[src/rtl/al_pkg.sv]
// Shared constants and types for the auto-load engine: word format, widths,
// default limits and the state encoding.
package al_pkg;

  localparam int unsigned LAST_BIT        = 15;
  localparam int unsigned ADDR_LSB        = 0;
  localparam int unsigned ADDR_W          = 8;
  localparam int unsigned DATA_W          = 16;
  localparam int unsigned CNT_W           = 7;
  localparam int unsigned WAIT_W          = 10;
  localparam int unsigned STATE_W         = 3;
  localparam int unsigned WAIT_TMO_DEF    = 1023;
  localparam int unsigned MAX_ENTRIES_DEF = 64;

  typedef enum logic [STATE_W-1:0] {
    ST_IDLE    = 3'd0,
    ST_RD_ADDR = 3'd1,
    ST_RD_DATA = 3'd2,
    ST_WRITE   = 3'd3,
    ST_FINISH  = 3'd4
  } al_state_e;

  // One register-bus write as assembled from an address/data word pair.
  typedef struct packed {
    logic [ADDR_W-1:0] addr;
    logic [DATA_W-1:0] data;
  } reg_wr_t;

endpackage

[src/rtl/al_load_engine.sv]
// Auto-load responder: drains the PROM-fed FWFT FIFO as address/data pairs
// and replays them as front-end configuration register writes.
module al_load_engine
  import al_pkg::*;
#(
  parameter int unsigned WAIT_TMO    = WAIT_TMO_DEF,
  parameter int unsigned MAX_ENTRIES = MAX_ENTRIES_DEF
) (
  input  logic               CLK,
  input  logic               EOS,
  input  logic               AL_START,
  output logic               AL_DONE,
  output logic               AL_ERR,
  input  logic [DATA_W-1:0]  FIFO_DATA,
  input  logic               FIFO_EMPTY,
  output logic               FIFO_RD,
  output logic               REG_WE,
  output logic [ADDR_W-1:0]  REG_ADDR,
  output logic [DATA_W-1:0]  REG_DATA,
  output logic [CNT_W-1:0]   ENTRY_CNT,
  output logic [STATE_W-1:0] AL_STATE
);

  al_state_e         state_q, state_d;
  logic              start_q;
  logic              done_q, done_d;
  logic              err_q, err_d;
  logic              we_q, we_d;
  reg_wr_t           wr_q, wr_d;
  logic              last_q, last_d;
  logic [CNT_W-1:0]  cnt_q, cnt_d;
  logic [WAIT_W-1:0] wait_q, wait_d;
  logic              rd_c;
  logic              start_edge_c;

  // Address-word bits between the address field and LAST carry no meaning.
  logic unused_addr_bits;
  assign unused_addr_bits = ^FIFO_DATA[LAST_BIT-1:ADDR_LSB+ADDR_W];

  assign start_edge_c = AL_START & ~start_q;

  always_ff @(posedge CLK or negedge EOS) begin
    if (!EOS) begin
      state_q <= ST_IDLE;
      start_q <= 1'b0;
      done_q  <= 1'b0;
      err_q   <= 1'b0;
      we_q    <= 1'b0;
      wr_q    <= '0;
      last_q  <= 1'b0;
      cnt_q   <= '0;
      wait_q  <= '0;
    end else begin
      state_q <= state_d;
      start_q <= AL_START;
      done_q  <= done_d;
      err_q   <= err_d;
      we_q    <= we_d;
      wr_q    <= wr_d;
      last_q  <= last_d;
      cnt_q   <= cnt_d;
      wait_q  <= wait_d;
    end
  end

  always_comb begin
    state_d = state_q;
    done_d  = done_q;
    err_d   = err_q;
    we_d    = 1'b0;
    wr_d    = wr_q;
    last_d  = last_q;
    cnt_d   = cnt_q;
    wait_d  = wait_q;
    rd_c    = 1'b0;

    // A dropped request wins over every other decision and silences the FIFO.
    if (state_q != ST_IDLE && !AL_START) begin
      state_d = ST_IDLE;
    end else begin
      case (state_q)
        ST_IDLE: begin
          if (start_edge_c) begin
            done_d  = 1'b0;
            err_d   = 1'b0;
            cnt_d   = '0;
            wait_d  = '0;
            state_d = ST_RD_ADDR;
          end
        end
        ST_RD_ADDR: begin
          if (!FIFO_EMPTY) begin
            rd_c        = 1'b1;
            wr_d.addr   = FIFO_DATA[ADDR_LSB +: ADDR_W];
            last_d      = FIFO_DATA[LAST_BIT];
            wait_d      = '0;
            state_d     = ST_RD_DATA;
          end else if (wait_q == WAIT_W'(WAIT_TMO)) begin
            err_d   = 1'b1;
            state_d = ST_FINISH;
          end else begin
            wait_d = wait_q + WAIT_W'(1);
          end
        end
        ST_RD_DATA: begin
          if (!FIFO_EMPTY) begin
            rd_c      = 1'b1;
            wr_d.data = FIFO_DATA;
            wait_d    = '0;
            state_d   = ST_WRITE;
          end else if (wait_q == WAIT_W'(WAIT_TMO)) begin
            err_d   = 1'b1;
            state_d = ST_FINISH;
          end else begin
            wait_d = wait_q + WAIT_W'(1);
          end
        end
        ST_WRITE: begin
          we_d  = 1'b1;
          cnt_d = cnt_q + CNT_W'(1);
          if (last_q) begin
            state_d = ST_FINISH;
          end else if (cnt_d == CNT_W'(MAX_ENTRIES)) begin
            err_d   = 1'b1;
            state_d = ST_FINISH;
          end else begin
            state_d = ST_RD_ADDR;
          end
        end
        ST_FINISH: begin
          done_d  = 1'b1;
          state_d = ST_IDLE;
        end
        default: state_d = ST_IDLE;
      endcase
    end
  end

  assign FIFO_RD   = rd_c;
  assign AL_DONE   = done_q;
  assign AL_ERR    = err_q;
  assign REG_WE    = we_q;
  assign REG_ADDR  = wr_q.addr;
  assign REG_DATA  = wr_q.data;
  assign ENTRY_CNT = cnt_q;
  assign AL_STATE  = state_q;

endmodule

[config.mk]
export PLATFORM = sky130hd
export DESIGN_NAME = al_load_engine
export DESIGN_NICKNAME = d
export VERILOG_FILES = /design/src/rtl/al_pkg.sv /design/src/rtl/al_load_engine.sv
export SDC_FILE = /design/constraint.sdc
export NUM_CORES = 1
export LEC_CHECK = 0
export CAP_MARGIN = 30
export CELL_PAD_IN_SITES_DETAIL_PLACEMENT = 1
export CELL_PAD_IN_SITES_GLOBAL_PLACEMENT = 1
export CORE_UTILIZATION = 38
export CTS_CLUSTER_SIZE = 16
export DETAILED_ROUTE_END_ITERATION = 12
export GPL_ROUTABILITY_DRIVEN = 0
export PLACE_DENSITY_LB_ADDON = 0.1
export RECOVER_POWER = 25
export SKIP_LAST_GASP = 1
export SLEW_MARGIN = 15
export SYNTH_ARGS = -nofsm -noshare
export SYNTH_HDL_FRONTEND = slang
export SYNTH_SLANG_ARGS = --single-unit
[constraint.sdc]
create_clock -name CLK -period 2.39 [get_ports CLK]
set_input_delay 0.3585 -clock CLK [delete_from_list [all_inputs] [get_ports CLK]]
set_output_delay 0.3585 -clock CLK [all_outputs]
set_load 0.005 [all_outputs]
**Yosys cells after proc, flatten, opt, wreduce, memory -nomap -nowiden**

Index checks and enable logic that the tools add are counted.

- Reduce and logical (&&, ||, !) cells: 15
- Bitwise gates (word level): 4
- Add/subtract/negate cells: 2
- Equality and inequality tests: 13
- Muxes and demuxes: 26

Operator list:

| operator | count |
|---|---|
| two-way mux 10 bit | 3 |
| two-way mux 3 bit | 7 |
| one-hot mux 10 bit (2 select lines) | 1 |
| one-hot mux 7 bit (2 select lines) | 1 |
| one-hot mux 3 bit (4 select lines) | 1 |
| AND reduction 3 bit | 4 |
| adder 10 x 1 -> 10 bit, second input constant | 1 |
| == test 10 bit, second input constant | 1 |
| two-way mux 1 bit | 10 |
| adder 7 x 1 -> 7 bit, second input constant | 1 |
| == test 7 bit, second input constant | 1 |
| two-way mux 7 bit | 1 |
| AND reduction 7 bit | 1 |
| == test 3 x 2 -> 1 bit, second input constant | 2 |
| inequality test 2 bit, second input constant | 3 |
| inequality test 3 bit, second input constant | 2 |
| nonzero test 2 bit | 3 |
| nonzero test 3 bit | 2 |
| inequality test 2 x 1 -> 1 bit, second input constant | 2 |
| AND reduction 4 bit | 1 |
| == test 3 x 1 -> 1 bit, second input constant | 1 |
| == test 3 bit, second input constant | 1 |
| zero test 3 bit | 1 |
| NOT 1 bit | 3 |
| other kinds (6) | 6 |

- Output and inout port bits: 38
- Bits in registers: 49
- Logic and storage cells: 70

**Longest topological paths before layout**

Gate-level depths: netlist of the first run.

- Depth after elaboration: 6
- Gate-level depth with buffers: 8

**Worst setup path before layout of the first run**

OpenSTA, ideal clock, no wires.

- Path type: register to register
- Start: register wait_q[0]
- End: register wait_q[9]
- Arrival: 1.833 ns
- Slack: 0.479 ns
- Path buffers: 0
- Period minus slack after synthesis: 1.911 ns
- Required time: 2.312 ns
- Cell stages (with the launch flop): 8
- Cell sequence: dfrtp_1 > ha_1 > and3_4 > and3_4 > a31oi_4 > o21ai_4 > or4_1 > a21oi_1

- Cells in the longest elaborated chain, start to end: 4

RTL lines:

| item | line | text |
|---|---|---|
| start: declaration | al_load_engine.sv:32 | `logic [WAIT_W-1:0] wait_q, wait_d;` |
| start signal: assignment | al_load_engine.sv:62 | `wait_q <= wait_d;` |
| adder 10 x 1 -> 10 bit | al_load_engine.sv:102, al_load_engine.sv:115 |  |
| two-way mux 10 bit | al_load_engine.sv:98, al_load_engine.sv:111 |  |
| two-way mux 10 bit | al_load_engine.sv:92 | `if (!FIFO_EMPTY) begin` |
| one-hot mux 10 bit (2 select lines) | al_load_engine.sv:81 | `case (state_q)` |

Parallel ways exist; a longest one is shown, timed or not. The select of a mux whose other input is x is not followed.
A chain may end at the register's enable or synchronous reset.

**Final worst setup path of the first run**

- Start: register state_q[0] (netlist: AL_STATE[0])
- End: output FIFO_RD

- Cells in the longest elaborated chain, start to end: 4

RTL lines:

| item | line | text |
|---|---|---|
| start: declaration | al_load_engine.sv:24 | `al_state_e state_q, state_d;` |
| start signal: assignment | al_load_engine.sv:54 | `state_q <= state_d;` |
| == test 3 x 2 -> 1 bit or == test 3 x 1 -> 1 bit (tied branches) | al_load_engine.sv:81 |  |
| OR reduction 2 bit (no source line) | - |  |
| two-way mux 1 bit | - |  |
| two-way mux 1 bit * | al_load_engine.sv:78 | `if (state_q != ST_IDLE && !AL_START) begin` |
| end: declaration | al_load_engine.sv:16 | `output logic FIFO_RD,` |

Mark *: on every way between the ends. The rest lies on a longest branch, timed or not.

==> results.json, run 1 <==
{
  "clk_transition_reported_paths_ps": 100,
  "grt_setup_unrepaired": "no",
  "power_density_nw_per_um2": 696,
  "synth_mux_area_share_pct": 12.1,
  "fill_cells": 633,
  "syn_area_um2": 2320,
  "dieArea_um2": 6430,
  "critPathArrivalTime_ps": 1870,
  "power.leakage_nw": 1.31,
  "coreArea_um2": 5920,
  "grt_pass1_vias": 1795,
  "clock_skew_ps": 13.7,
  "synth_cell_types": 42,
  "initial_core_util_pct": 39.3,
  "fin_crit_sh_pct": 93.4,
  "cp-end-kind": "output pin",
  "m1WireLength_mm": 2.52,
  "drive_gt1_share_pct": 17.7,
  "htree_levels": 2,
  "worstMarginPinSlew_ps": 1440,
  "crit_fanout": 11,
  "cts_made_buffers": 5,
  "detail_route.wl_per_cell_um": 15.5,
  "max_freq_mhz": 448,
  "cts_resized": 0,
  "cts_setup_buffers": 0,
  "io_buffers": 57,
  "antenna_found_initial": 0,
  "yosys-top-cells-area": "dfrtp_1 (53%), mux2_2 (12%), o21ai_0 (3.4%)",
  "synth_largest_area_cell": "dfrtp_1",
  "multiInputGateArea_um2": 1020,
  "crit_required_ps": 2030,
  "initialDrtViolationCount": 92,
  "syn_area_per_cell_um2": 11.5,
  "grt-ovfl-total": 0,
  "route.met2.wl_mm": 2.44,
  "die-height_um": 80.2,
  "grt_max_degree": 27,
  "report.final.slew_viol_count": 0,
  "crit_type": "reg2out",
  "rows": 28,
  "wl_met3_um": 262,
  "yosys.area_share.simple_pct": 14.4,
  "clkLatencyLatePin_ps": 310,
  "synth_top_area_share_pct": 52.7,
  "finalSetupTns_ps": 0,
  "via_count": 1784,
  "utilization_pct": 52.1,
  "seq_area_um2": 1230,
  "cts.sinks": 49,
  "totalWireLength_mm": 5.27,
  "routed.top_layer": "met4",
  "synth_fa_ha_area_share_pct": 1.51,
  "fp.dieW_um": 80.2,
  "antennaDiodeCount": 0,
  "hold_violations": 0,
  "synth_nets": 224,
  "max_cap_viol_count": 0,
  "ys_seq_elements": 49,
  "dpl.hpwl_mm": 3.86,
  "track_usage_pct": 18.2,
  "yosysWarnings": 0,
  "area_growth_pct": 32.8,
  "power_mw": 2.15,
  "seq_area_frac_synth_pct": 52.7,
  "cts_root_buffer": "clkbuf_8",
  "num_io_pins": 58,
  "holdCritPathClass": "in2async",
  "min_period_ps": 2230,
  "max_slew_margin_pct": 3.89,
  "start_kind": "flop",
  "synth_edf_count": 0,
  "grt_pass1_wl_mm": 8.96,
  "drtAntennaViolNets": 0,
  "setup_viol": 0,
  "status": "finished clean",
  "cts_tree": "built",
  "peakVddDrop_uv": 366,
  "synth_compound_area_share_pct": 12.6,
  "asyncSetResetFlopFracSynth_pct": 100,
  "remaining_drc_errors": 0,
  "routed_via_density": 5.25,
  "cts_buffer_depth": 2,
  "drtPass1Iterations": 4,
  "synth_top_family_by_area": "simple AND/OR/NAND/NOR gates",
  "synth-main-ff-cell": "dfrtp_1",
  "nets": 286,
  "syn-instance-count": 202,
  "ctsHoldBuffers": 0,
  "synth_xor_area_share_pct": 3.39
}
[path summary, 6_finish.rpt]
kind                                         start                      end  slack, ps  cells past startpoint
min in group CLK             wait_q[1]$_DFFE_PN0P_    wait_q[1]$_DFFE_PN0P_        510                      2
hold / removal                                 EOS  REG_DATA[2]$_DFFE_PN0P_        370                      1
hold reg to reg              wait_q[1]$_DFFE_PN0P_    wait_q[1]$_DFFE_PN0P_        510                      2
setup / recovery           AL_STATE[0]$_DFFE_PN0P_                  FIFO_RD        160                      3
max in group asynchronous                      EOS    wait_q[7]$_DFFE_PN0P_        880                      2
setup reg to reg             wait_q[0]$_DFFE_PN0P_    wait_q[9]$_DFFE_PN0P_        340                      7
[registers in the layout, summed over array words and instances (netlist names)]
signal / cells
ENTRY_CNT: 7
last_q: 1
AL_ERR: 1
REG_DATA: 16
start_q: 1
AL_STATE: 3
REG_WE: 1
wait_q: 10
REG_ADDR: 8
AL_DONE: 1
[layer usage]
layer	GRT usage [%]	vias up
li1	-	851
met1	24.7	888
met3	4.32	5
met5	0	-
met2	28.9	40
met4	5.36	0
[logic make-up (layout without fill, tap and decap cells)]
family | Yosys count | in the layout
and+or+nand+nor | 64 | 64
DFF | 49 | 49
AOI/OAI and AO/OA | 39 | 39
muxes | 25 | 25
buffers and inverters | 13 | 76
xor gates and xnor gates | 9 | 9
adders and majority gates | 3 | 3
[layout by cell type, fill, tap and decap left out, types with 2 or more instances in the layout]
master	synthesis	layout
clkdlybuf4s50_1	0	56
dfrtp_1	49	49
mux2_2	25	25
o21ai_0	16	16
nor2_1	15	15
nand2_1	12	12
nor3_1	8	8
nand3_1	8	8
buf_4	1	6
xnor2_1	5	5
and3_1	5	5
clkbuf_8	1	5
inv_1	4	4
xor2_1	4	4
o31ai_1	3	3
nand3b_1	3	3
or4_1	3	3
o211ai_1	3	3
a21oi_1	3	3
a21o_1	2	2
a22o_1	2	2
a21oi_4	2	2
and3_4	2	2
nand4_1	2	2
a221oi_1	2	2
ha_1	2	2
inv_6	0	2
clkbuf_1	3	2
[where the power goes]
group,internal (mW),switching (mW),leakage [nW]
Clock,0.320,0.296,0.0591
Combinational,0.332,0.166,0.605
Sequential,0.954,0.0804,0.647
Total,1.61,0.542,1.31
[worst max-delay path: stages, from the launching register on]
cell and delay [ps]:
dfrtp_1 650, xnor2_1 180, nor3_1 190, clkdlybuf4s50_1 560
[cell type report]
class                   instances  area share (%)
multi-input cells             140            33.1
repair buffers                 64            19.9
clock inverters                 3            1.54
inverters                       4           0.486
clock buffers                   5            2.23
well taps                      75            3.04
flip-flops and latches         49            39.7
[through the flow]
step	setup slack, ps	hold slack, ps	instances	cell area [um^2]
global placement	118	408	332	2980
finish	158	372	340	3090
floorplan	479	62.9	202	2320
CTS	143	64.0	340	3090
global route	29.6	508	340	3090
detailed placement	66.4	412	332	2980
[Yosys cell counts, types with 2 or more instances]
library cell / n
and3_4: 2
a21oi_4: 2
nand2_1: 12
o31ai_1: 3
nand3b_1: 3
a21o_1: 2
inv_1: 4
and3_1: 5
buf_2: 2
a221oi_1: 2
nor3_1: 8
or4_1: 3
a22o_1: 2
o211ai_1: 3
clkbuf_1: 3
dfrtp_1: 49
a21oi_1: 3
ha_1: 2
o21ai_0: 16
xnor2_1: 5
nand4_1: 2
nand3_1: 8
xor2_1: 4
nor2_1: 15
mux2_2: 25
No activity file was read; power rests on OpenSTA's default activity.
==> run 2: changes to the inputs <==
- SLEW_MARGIN: 15 -> unset
==> results of run 2 <==
No change in the layout: final DEF, timing and power equal those of run 1.
==> run 3: changes to the inputs <==
- SKIP_CTS_REPAIR_TIMING: unset -> 1
==> results of run 3 <==
No change in the layout: final DEF, timing and power equal those of run 1.
